### src/rtl/sdram_bridge_pkg.sv
`default_nettype none
// +-----------------------------------------------------------------------+
// | sdram_bridge_pkg                                                      |
// | Shared state encoding, timeout read pattern and strobe/mask helper    |
// | for the CPU-to-SDRAM-controller bridge.                               |
// | Rev 1.0 - initial release                                             |
// +-----------------------------------------------------------------------+
package sdram_bridge_pkg;

  localparam logic [1:0] IDLE     = 2'd0;
  localparam logic [1:0] ISSUE    = 2'd1;
  localparam logic [1:0] WAIT_ACK = 2'd2;
  localparam logic [1:0] DONE     = 2'd3;

  typedef enum logic [1:0] {
    ST_IDLE     = IDLE,
    ST_ISSUE    = ISSUE,
    ST_WAIT_ACK = WAIT_ACK,
    ST_DONE     = DONE
  } state_t;

  // Returned to the CPU when the controller never acknowledges.
  localparam logic [31:0] TIMEOUT_RDATA = 32'hDEAD_BEEF;

  // CPU strobes are active-high enables; controller masks are active-high
  // "do not write this byte", so an all-zero strobe (read) masks everything.
  function automatic logic [3:0] strb_to_mask(input logic [3:0] strb);
    return ~strb;
  endfunction

endpackage
`default_nettype wire

### src/rtl/sdram_bridge_rd_cache.sv
`default_nettype none
// +-----------------------------------------------------------------------+
// | sdram_bridge_rd_cache                                                 |
// | One-entry read cache: tag compare, fill on read completion, byte      |
// | merge on write-through to the cached word, invalidate on timeout.     |
// | Only instantiated when SDRAM_BRIDGE_RD_CACHE_EN is defined.           |
// | Rev 1.0 - initial release                                             |
// +-----------------------------------------------------------------------+
module sdram_bridge_rd_cache #(
  parameter int SOC_ADDR_WIDTH = 23
) (
  input  logic                      clk,
  input  logic                      reset_n,
  input  logic [SOC_ADDR_WIDTH-1:0] lookup_addr,
  output logic                      hit,
  output logic [31:0]               hit_data,
  input  logic [SOC_ADDR_WIDTH-1:0] upd_addr,
  input  logic                      fill_en,
  input  logic [31:0]               fill_data,
  input  logic                      wr_en,
  input  logic [31:0]               wr_data,
  input  logic [3:0]                wr_strb,
  input  logic                      inval
);

  logic                      valid;
  logic [SOC_ADDR_WIDTH-1:0] tag;
  logic [31:0]               data;

  assign hit      = valid && (tag == lookup_addr);
  assign hit_data = data;

  // Entry update: invalidate wins, then fill, then write-through merge.
  always_ff @(posedge clk or negedge reset_n) begin
    if (!reset_n) begin
      valid <= 1'b0;
      tag   <= '0;
      data  <= '0;
    end else if (inval) begin
      valid <= 1'b0;
    end else if (fill_en) begin
      valid <= 1'b1;
      tag   <= upd_addr;
      data  <= fill_data;
    end else if (wr_en && valid && (tag == upd_addr)) begin
      for (int b = 0; b < 4; b++) begin
        if (wr_strb[b]) data[8*b +: 8] <= wr_data[8*b +: 8];
      end
    end
  end

endmodule
`default_nettype wire

### src/rtl/sdram_soc_bridge.sv
`default_nettype none
// +-----------------------------------------------------------------------+
// | sdram_soc_bridge                                                      |
// | CPU valid/ready memory bus to SDRAM controller single-pulse command   |
// | bridge with one transaction in flight and a completion watchdog.      |
// | Optional read cache: define SDRAM_BRIDGE_RD_CACHE_EN.                 |
// | Rev 1.0 - initial release                                             |
// +-----------------------------------------------------------------------+
module sdram_soc_bridge
  import sdram_bridge_pkg::*;
#(
  parameter int SOC_ADDR_WIDTH = 23,
  parameter int TIMEOUT_CYCLES = 4095
) (
  input  logic                      clk,
  input  logic                      reset_n_port,
  input  logic                      mem_valid_port,
  output logic                      mem_ready_port,
  input  logic [31:0]               mem_addr_port,
  input  logic [31:0]               mem_wdata_port,
  input  logic [3:0]                mem_wstrb_port,
  output logic [31:0]               mem_rdata_port,
  output logic                      timeout_err_port,
  input  logic                      ctrl_busy_port,
  input  logic                      ctrl_ready_port,
  output logic [SOC_ADDR_WIDTH-1:0] ctrl_addr_port,
  output logic [31:0]               ctrl_wr_data_port,
  output logic [3:0]                ctrl_wr_mask_port,
  output logic                      ctrl_wr_en_port,
  output logic                      ctrl_rd_en_port,
  input  logic [31:0]               ctrl_rd_data_port
);

  localparam int                WDOG_W    = $clog2(TIMEOUT_CYCLES + 1);
  localparam logic [WDOG_W-1:0] WDOG_LAST = WDOG_W'(TIMEOUT_CYCLES - 1);

  state_t                    state, state_n;
  logic [WDOG_W-1:0]         wdog, wdog_n;
  logic                      mem_ready_n, timeout_err_n, wr_en_n, rd_en_n;
  logic [31:0]               mem_rdata_n, wr_data_n;
  logic [3:0]                wr_mask_n;
  logic [SOC_ADDR_WIDTH-1:0] addr_n, word_addr;
  logic                      is_write;
  logic                      cache_hit, cache_fill, cache_wupd, cache_inval;
  logic [31:0]               cache_data;
  logic                      unused_addr;

  assign word_addr   = mem_addr_port[SOC_ADDR_WIDTH+1:2];
  assign unused_addr = &{1'b0, mem_addr_port[1:0], mem_addr_port[31:SOC_ADDR_WIDTH+2]};
  // The latched mask doubles as the read/write flag: reads latch 4'hF.
  assign is_write    = (ctrl_wr_mask_port != 4'hF);

`ifdef SDRAM_BRIDGE_RD_CACHE_EN
  sdram_bridge_rd_cache #(
    .SOC_ADDR_WIDTH(SOC_ADDR_WIDTH)
  ) u_rd_cache (
    .clk        (clk),
    .reset_n    (reset_n_port),
    .lookup_addr(word_addr),
    .hit        (cache_hit),
    .hit_data   (cache_data),
    .upd_addr   (ctrl_addr_port),
    .fill_en    (cache_fill),
    .fill_data  (ctrl_rd_data_port),
    .wr_en      (cache_wupd),
    .wr_data    (ctrl_wr_data_port),
    .wr_strb    (~ctrl_wr_mask_port),
    .inval      (cache_inval)
  );
`else
  logic unused_cache;
  assign cache_hit    = 1'b0;
  assign cache_data   = '0;
  assign unused_cache = &{1'b0, cache_fill, cache_wupd, cache_inval};
`endif

  // State and registered outputs; every output resets asynchronously.
  always_ff @(posedge clk or negedge reset_n_port) begin
    if (!reset_n_port) begin
      state             <= ST_IDLE;
      wdog              <= '0;
      mem_ready_port    <= 1'b0;
      mem_rdata_port    <= '0;
      timeout_err_port  <= 1'b0;
      ctrl_addr_port    <= '0;
      ctrl_wr_data_port <= '0;
      ctrl_wr_mask_port <= 4'hF;
      ctrl_wr_en_port   <= 1'b0;
      ctrl_rd_en_port   <= 1'b0;
    end else begin
      state             <= state_n;
      wdog              <= wdog_n;
      mem_ready_port    <= mem_ready_n;
      mem_rdata_port    <= mem_rdata_n;
      timeout_err_port  <= timeout_err_n;
      ctrl_addr_port    <= addr_n;
      ctrl_wr_data_port <= wr_data_n;
      ctrl_wr_mask_port <= wr_mask_n;
      ctrl_wr_en_port   <= wr_en_n;
      ctrl_rd_en_port   <= rd_en_n;
    end
  end

  // Next state and next values of the registered outputs.
  always_comb begin
    state_n       = state;
    wdog_n        = wdog;
    mem_ready_n   = 1'b0;
    mem_rdata_n   = mem_rdata_port;
    timeout_err_n = timeout_err_port;
    addr_n        = ctrl_addr_port;
    wr_data_n     = ctrl_wr_data_port;
    wr_mask_n     = ctrl_wr_mask_port;
    wr_en_n       = 1'b0;
    rd_en_n       = 1'b0;
    cache_fill    = 1'b0;
    cache_wupd    = 1'b0;
    cache_inval   = 1'b0;
    case (state)
      ST_IDLE: begin
        if (mem_valid_port && (mem_wstrb_port == 4'h0) && cache_hit) begin
          // Cache hit bypasses the controller even while it is busy.
          mem_rdata_n = cache_data;
          state_n     = ST_DONE;
        end else if (mem_valid_port && !ctrl_busy_port) begin
          addr_n    = word_addr;
          wr_data_n = mem_wdata_port;
          wr_mask_n = strb_to_mask(mem_wstrb_port);
          wr_en_n   = |mem_wstrb_port;
          rd_en_n   = ~|mem_wstrb_port;
          state_n   = ST_ISSUE;
        end
      end
      ST_ISSUE: begin
        wdog_n  = '0;
        state_n = ST_WAIT_ACK;
      end
      ST_WAIT_ACK: begin
        if (ctrl_ready_port) begin
          if (is_write) begin
            cache_wupd = 1'b1;
          end else begin
            mem_rdata_n = ctrl_rd_data_port;
            cache_fill  = 1'b1;
          end
          mem_ready_n = 1'b1;
          state_n     = ST_DONE;
        end else if (wdog == WDOG_LAST) begin
          mem_rdata_n   = TIMEOUT_RDATA;
          timeout_err_n = 1'b1;
          cache_inval   = 1'b1;
          mem_ready_n   = 1'b1;
          state_n       = ST_DONE;
        end else begin
          wdog_n = wdog + 1'b1;
        end
      end
      ST_DONE: begin
        // Arrivals from WAIT_ACK already carry the pulse; a cache hit
        // arrives without it and raises it here before returning.
        if (mem_ready_port) state_n = ST_IDLE;
        else                mem_ready_n = 1'b1;
      end
      default: state_n = ST_IDLE;
    endcase
  end

endmodule
`default_nettype wire

### config.mk
export PLATFORM = sky130hd
export DESIGN_NAME = sdram_soc_bridge
export DESIGN_NICKNAME = d
export VERILOG_FILES = /design/src/rtl/sdram_bridge_pkg.sv /design/src/rtl/sdram_bridge_rd_cache.sv /design/src/rtl/sdram_soc_bridge.sv
export SDC_FILE = /design/constraint.sdc
export NUM_CORES = 1
export LEC_CHECK = 0
export CAP_MARGIN = 20
export CORE_ASPECT_RATIO = 0.8
export CORE_MARGIN = 8
export CORE_UTILIZATION = 37
export CTS_CLUSTER_SIZE = 8
export DETAILED_ROUTE_END_ITERATION = 10
export PLACE_DENSITY = 0.76
export REMOVE_ABC_BUFFERS = 1
export SLEW_MARGIN = 0
export SYNTH_ARGS = -nofsm -noshare
export SYNTH_HDL_FRONTEND = slang
export SYNTH_SLANG_ARGS = --single-unit
export TNS_END_PERCENT = 30
### constraint.sdc
create_clock -name clk -period 1.8 [get_ports clk]
set_input_delay 0.45 -clock clk [delete_from_list [all_inputs] [get_ports clk]]
set_output_delay 0.45 -clock clk [all_outputs]
set_load 0.05 [all_outputs]
# Word level (Yosys, flattened, before mapping)
# Index checks and enable logic that the tools add are counted.
# totals
output_inout_bits	95
wordCells	55
in_bits	105
register_bits	109
# classes
eq_ne	11
reduce_logical	12
bitwise	2
addsub	1
muxes	19
# ops
operator	n
2-to-1 mux 32 bit	3
2-to-1 mux 12 bit	2
one-hot mux 12 bit (2 select lines)	1
adder 12 x 1 -> 12 bit, second input constant	1
equality test 12 bit, second input constant	1
AND reduction 3 bit	4
!= test 2 bit, second input constant	5
2-to-1 mux 2 bit	4
one-hot mux 2 bit (4 select lines)	1
2-to-1 mux 1 bit	7
equality test 2 bit, second input constant	2
!= test 4 bit, second input constant	1
NOT 4 bit	1
nonzero test 2 bit	2
OR reduction 4 bit	1
!= test 3 bit, second input constant	1
equality test 2 x 1 -> 1 bit, second input constant	1
logical NOT 1 bit	2
logical NOT 2 bit	1
one-hot mux 1 bit (2 select lines)	1
AND reduction 2 bit	1
logical AND 1 bit	1
NOT 1 bit	1

# Logic depth before layout (Yosys ltp)
# Gate-level depths: netlist (run 1).
# depth
word_depth	4
mapped_depth	7
mapped_depth_nobuf	6

# Least setup slack after synthesis (run 1)
# No wires, ideal clock.
# synth_timing
path_kind	reg-to-reg
from	register state[0]
to	register wdog[5]
setup_ps	77
path_stages_with_launch	8
arrival_ps	1740
slack_ps	-17
required_time_ps	1723
n_path_buf	1
period_less_slack_ps	1817
cell_sequence	dfrtp_1 -> inv_1 -> ha_1 -> buf_4 -> and2b_2 -> nand4_1 -> or4_1 -> a21oi_1
# synth_between
elab_chain_cells	3
elab_cells_between_ends	7
classes_between	eq/ne: 4; mux: 1; reduce/logical: 2
# synth_rtl
item	line	rtl
from (decl)	sdram_soc_bridge.sv:37	state_t state, state_n;
from (signal assigned)	sdram_soc_bridge.sv:91	state <= state_n;
equality test 2 bit or equality test 2 x 1 -> 1 bit (tied branches)	n/a	
!= test 2 bit (no line) or nonzero test 2 bit (tied branches)	n/a	
AND reduction 3 bit (no line)	n/a	
to (signal assigned)	sdram_soc_bridge.sv:92	wdog <= wdog_n;
to (decl)	sdram_soc_bridge.sv:38	logic [WDOG_W-1:0] wdog, wdog_n;
# Parallel ways exist; a longest one is shown, timed or not.
# A chain may end at the register's enable or synchronous reset.

# Worst setup path after layout (run 1)
# layout_timing
from	input port ctrl_ready_port
to	register state[1]
# layout_between
elab_chain_cells	2
elab_cells_between_ends	4
classes_between	eq/ne: 1; mux: 2; reduce/logical: 1
# layout_rtl
item	line	rtl
from (decl)	sdram_soc_bridge.sv:25	input logic ctrl_ready_port,
2-to-1 mux 2 bit or != test 3 bit (tied branches)	n/a	
one-hot mux 2 bit (4 select lines) or AND reduction 3 bit (tied branches)	n/a	
# Parallel ways exist; a longest one is shown, timed or not.

==> impl_metrics.tcl, run 1 <==
set metrics [dict create \
    tightest_slew_ps 421 \
    area_delta_synth_final_pct 57.7 \
    setup_slack_ps 31.6 \
    cp-startpoint "ctrl_ready_port" \
    vias_per_cell 4.93 \
    critPathLaunchType "input pin" \
    grtUsageTotal_pct 16.4 \
    crit_type "in2reg" \
    synth-main-ff-cell "dfrtp_1" \
    drt-pass1-iter-count 4 \
    synth.distinct_cells 39 \
    grt.overflow.total 0 \
    hpwl_um 9600 \
    cp_data_required_time_ps 2020 \
    fin_nets 633 \
    relSlewSlack_pct 71.9 \
    routed_wl_um 12600 \
    finalHoldViolations 0 \
    crit_cells 7 \
    p_int_mw 6.98 \
    clockBufferDepth 2 \
    wl_per_cell_um 18.7 \
    syn_area_sq_um 4350 \
    ys_seq_elements 109 \
    power.share.clock_pct 15.6 \
    leakagePower_nw 3.20 \
    clkSinkCount 109 \
    grt_pass1_wl_um 19700 \
    critPathMaxFanout 3 \
    top_layer_used "met4" \
    finalCritPeriodShare_pct 98.2 \
    crit_chain "clkdlybuf4s50_1 > and2b_2 > buf_4 > buf_4 > o31ai_4 > o211ai_1 > mux2_2" \
    met2_length_um 6270 \
    io_buffers 190 \
    p_switching_mw 5.88 \
    most-common-layout-cells "buf_4, dfrtp_1, clkdlybuf4s50_1" \
    synth_edf_count 0 \
    die_w_um 137 \
    root_buffer "clkbuf_16" \
    cp_num_buf_inv 3 \
    cts_buffers 9 \
    die_area_sq_um 15500 \
    drc 0 \
    hold_path.class "in2async" \
    fmax_mhz 565 \
    syn_inst 305 \
    period_needed_ps 1770 \
    start_util_pct 37.9 \
    gp_congestion 0.772 \
    antenna_found_initial 0 \
    num_io_pins 200 \
    crit_family "buffers and inverters" \
    cts_tree "yes" \
    clock_latency_ps 350 \
    power_frac_seq_pct 31.2 \
    skew_ps 12.0 \
    die_h_um 113 \
    met3WireLength_um 1380 \
    critPathArrivalTime_ps 1990 \
    htree_levels 3 \
    syn_avg_cell_area_sq_um 14.3 \
    async_flop_share_pct 100 \
    setup_tns_ps 0 \
    drv_cap 0 \
    pre_cts_ws_ps -319 \
    grt_max_degree 35 \
    yosysSeqAreaShare_pct 62.9 \
    rsz0062_at_grt "true" \
    finalMaxSlewViolations 0 \
    vdd_drop_max_v 0.00122 \
    drt_iter0_drc 123 \
    reg2reg_from "state[0]" \
    ys.warnings.count 0 \
    powerDensity_nw_per_um2 1880 \
    swShare_pct 45.7 \
    row_count 35 \
    drive_gt1_share_pct 40.8 \
    final_common_cell "buf_4" \
    detail-route-antenna-nets 0 \
    comb_power_share_pct 53.2 \
    dr_total_vias 3315 \
    met1_length_um 4860 \
    path_common_cell "buf_4" \
    n_antenna_cell 0 \
    outcome "finished, final reports clean" \
    reg2reg_depth 8 \
    clkTransAtPathRegs_ps 70 \
    core-area_sq_um 11500 \
    critPathMaxStageDelay_ps 520 \
    grt_pass1_vias 3616 \
    setup_violations 0 \
    whs_ps 25.0 \
    critPathCaptureType "register" \
    cp_slowest_cell "clkdlybuf4s50_1" \
]
==> layer usage <==
metal  up-vias  global-route usage [%]
met4         0                    4.55
li1       1546                       -
met5         -                       0
met1      1645                    17.4
met3         6                    9.08
met2       118                    27.3
==> final timing paths <==
path,endpoint,slack [ps]
setup / recovery,state[1],30
hold / removal,ctrl_addr_port[21],20
setup reg to reg,state[1],60
hold reg to reg,timeout_err_port,480
max in group asynchronous,ctrl_wr_data_port[27],1140
min in group clk,timeout_err_port,480
==> sequential cells by signal (all words and copies together), names as in the netlist <==
register,cells
ctrl_wr_data_port,32
mem_rdata_port,32
ctrl_addr_port,23
wdog,12
ctrl_wr_mask_port,4
state,2
ctrl_rd_en_port,1
ctrl_wr_en_port,1
mem_ready_port,1
timeout_err_port,1
==> final cells by class <==
type,instances,area [sq um]
inverter,8,30.0
multi-input combinational,173,1550
timing repair buffer,220,2060
clock buffer,11,243
sequential,109,2730
clock inverter,4,55.1
tap,148,185
fill,951,4620
==> through the flow <==
step | cells | power (mW) | utilization (%) | cell area, sq um
finish | 673 | 12.9 | 59.7 | 6850
global route | 673 | 13.4 | 59.7 | 6850
CTS | 667 | 12.9 | 58.6 | 6720
detailed placement | 652 | 10.9 | 56.0 | 6420
global placement | 652 | 10.7 | 56.0 | 6420
floorplan | 290 | 8.34 | - | 4270
==> logic make-up after synthesis <==
family,synth area share (%)
DFF,62.9
AOI/OAI and AO/OA,11.2
muxes,15.2
and+or+nand+nor,6.28
buffers and inverters,2.45
adders and majority gates,2.01
==> cells in the mapped netlist, types with 2 or more instances <==
cell type	n	share of area, %
nor4_1	4	0.58
nand2_1	13	1.1
dfrtp_1	105	60
mux2i_1	3	0.69
buf_2	4	0.46
buf_4	4	0.69
nand4_1	2	0.29
nor2_1	4	0.35
a22o_1	8	1.6
nand2b_1	3	0.43
and2_1	2	0.29
o31ai_1	3	0.52
a21oi_1	3	0.35
o21ai_0	9	1.0
o41ai_1	3	0.60
o211ai_1	2	0.35
nand3_1	5	0.58
dfstp_2	4	2.4
inv_1	8	0.69
ha_1	7	2.0
mux2_2	56	15
o311ai_0	3	0.60
or4_1	4	0.69
nor2b_1	2	0.29
o22a_1	24	4.8
clkbuf_1	7	0.60
==> power by group through the flow <==
| stage | clock network, mW | registers (mW) | logic, mW |
|---|---|---|---|
| after global placement | 0 | 3.98 | 6.77 |
| final | 2.00 | 4.01 | 6.84 |
| after CTS | 2.06 | 4.02 | 6.86 |
| after floorplan | 0 | 7.15 | 1.19 |
| after global routing | 2.16 | 4.13 | 7.16 |
| after detailed placement | 0 | 4.04 | 6.86 |
==> timing repair <==
item                                    4_1_cts  5_1_grt
endpoints found under the setup margin        4       66
hold buffers                                  0        0
gates cloned                                  0        2
resized for setup                             0       17
endpoints found under the hold margin         0        0
pin swaps                                     1        3
buffers inserted                              0        4
Power figures use the tool's default switching activity.
==> inputs of run 2 (changes only) <==
--- a/config.mk
+++ b/config.mk
@@ -17,4 +17,4 @@
 export SYNTH_ARGS = -nofsm -noshare
 export SYNTH_HDL_FRONTEND = slang
 export SYNTH_SLANG_ARGS = --single-unit
-export TNS_END_PERCENT = 30
+export TNS_END_PERCENT = 100
==> run 2 against run 1 <==
  * Routed wire length grew 0.70%
  * Global-route usage unchanged
  * Combinational power is essentially flat
  * Sequential cell count is the same
  * Setup slack better by 2.1 ps
  * Clock skew grew 2.7 ps
  * First-iteration DRC count grew 11%
  * Clock-buffer cell count did not move
  * Final area up 0.26%
  * Largest power group unchanged
==> impl_metrics.tcl, run 2 (synthesis gave the netlist of run 1 again) <==
set metrics [dict create \
    row_count 35 \
    detail-route-antenna-nets 0 \
    area_delta_synth_final_pct 58.1 \
    whs_ps 24.1 \
    io_buffers 190 \
    fmax_mhz 566 \
    final_common_cell "buf_4" \
    finalHoldViolations 0 \
    wl_per_cell_um 18.8 \
    relSlewSlack_pct 72.5 \
    layout.cells.non_filler 674 \
    multi_input_area_sq_um 1540 \
    start_util_pct 37.9 \
    p_switching_mw 5.88 \
    gp_congestion 0.772 \
    htree_levels 3 \
    most-common-layout-cells "buf_4, dfrtp_1, clkdlybuf4s50_1" \
    clkSinkCount 109 \
    leakagePower_nw 3.21 \
    swShare_pct 45.7 \
    powerDensity_nw_per_um2 1870 \
    critPathArrivalTime_ps 1990 \
    num_io_pins 200 \
    grt_pass1_vias 3616 \
    grt.overflow.total 0 \
    critPathMaxFanout 3 \
    register_area_sq_um 2730 \
    clock_latency_ps 350 \
    hpwl_um 9600 \
    power.share.clock_pct 15.6 \
    antenna_found_initial 0 \
    cp_data_required_time_ps 2020 \
    cts_buffers 9 \
    dp_cells 652 \
    crit_type "in2reg" \
    fin_nets 634 \
    final_area_sq_um 6870 \
    power_frac_seq_pct 31.2 \
    rsz0062_at_grt "true" \
    vias_per_cell 4.94 \
    critPathCaptureType "register" \
    drv_cap 0 \
    reg_top3 "ctrl_wr_data_port x32, mem_rdata_port x32, ctrl_addr_port x23" \
    drive_gt1_share_pct 40.9 \
    period_needed_ps 1770 \
    die_w_um 137 \
    p_int_mw 6.98 \
    n_antenna_cell 0 \
    clockBufferDepth 2 \
    cts_tree "yes" \
    hold_path.class "in2async" \
    grt_max_degree 35 \
    clkTransAtPathRegs_ps 70 \
    die_area_sq_um 15500 \
    place_area_sq_um 6420 \
    grt_pass1_wl_um 19700 \
    pre_cts_ws_ps -319 \
    tightest_slew_ps 413 \
    routed_wl_um 12700 \
    root_buffer "clkbuf_16" \
    drt-pass1-iter-count 4 \
    finalCritPeriodShare_pct 98.1 \
    die_h_um 113 \
    finalMaxSlewViolations 0 \
    setup_violations 0 \
    drc 0 \
    fill_cells 950 \
    vdd_drop_max_v 0.00122 \
    skew_ps 14.7 \
    grtUsageTotal_pct 16.4 \
    comb_power_share_pct 53.2 \
    core-area_sq_um 11500 \
    outcome "finished, final reports clean" \
    setup_slack_ps 33.6 \
    drt_iter0_drc 137 \
    dr_total_vias 3327 \
    critPathLaunchType "input pin" \
    totalPowerFinal_mw 12.9 \
]
==> run 2: cell count changes in the layout (fill, tap and decap cells not counted) <==
cell       before  now
mux2_2         54   56
mux2_4          2    0
clkbuf_16      10   11
==> run 2: power by group through the flow <==
| stage | Sequential (mW) | Combinational (mW) | Clock, mW |
|---|---|---|---|
| after floorplan | 7.15 | 1.19 | 0 |
| after global placement | 3.98 | 6.77 | 0 |
| after detailed placement | 4.04 | 6.86 | 0 |
| after CTS | 4.02 | 6.86 | 2.06 |
| after global routing | 4.13 | 7.17 | 2.16 |
| final | 4.01 | 6.84 | 2.00 |
==> run 2: per-stage QoR <==
stage | util, % | TNS, ps
after CTS | 58.6 | 0
final | 59.9 | 0
after global placement | 56.0 | -13520
after floorplan | - | -65460
after global routing | 59.9 | -170
after detailed placement | 56.0 | -15380
==> run 2: cell type report <==
| type | count | area share [%] |
|---|---|---|
| timing repair buffer | 221 | 30.3 |
| sequential | 109 | 39.8 |
| inverter | 8 | 0.437 |
| tap | 148 | 2.70 |
| multi-input combinational | 173 | 22.5 |
| clock buffer | 11 | 3.53 |
| clock inverter | 4 | 0.801 |
==> run 2: worst max-delay path: stages <==
cell and delay [ps]:
clkdlybuf4s50_1 520, and2b_2 260, buf_4 140, buf_4 130, o31ai_4 50, o211ai_1 160, mux2_2 290
==> run 2: worst paths after layout <==
kind                                    endpoint             start  slack (ps)  cells past startpoint
min                           ctrl_addr_port[21]      reset_n_port          20                      1
max reg2reg                             state[1]          state[0]          60                      8
min in group clk                timeout_err_port  timeout_err_port         480                      1
min reg2reg                     timeout_err_port  timeout_err_port         480                      1
max                                     state[1]   ctrl_ready_port          30                      7
max in group asynchronous  ctrl_wr_data_port[27]      reset_n_port        1140                      2
==> run 2: timing repair <==
action                     in CTS  in global routing
setup buffers                   0                  4
hold buffers                    0                  0
pin swaps                       1                  3
cloned                          0                  3
gates resized for setup         0                 15
setup endpoints to repair       4                 66
==> run 2: metal layers <==
layer	wire, um	vias to the layer above	GRT usage (%)
li1	-	1549	-
met1	4870	1646	17.4
met2	6330	123	27.3
met3	1380	9	9.08
met4	103	0	4.55
met5	0	-	0
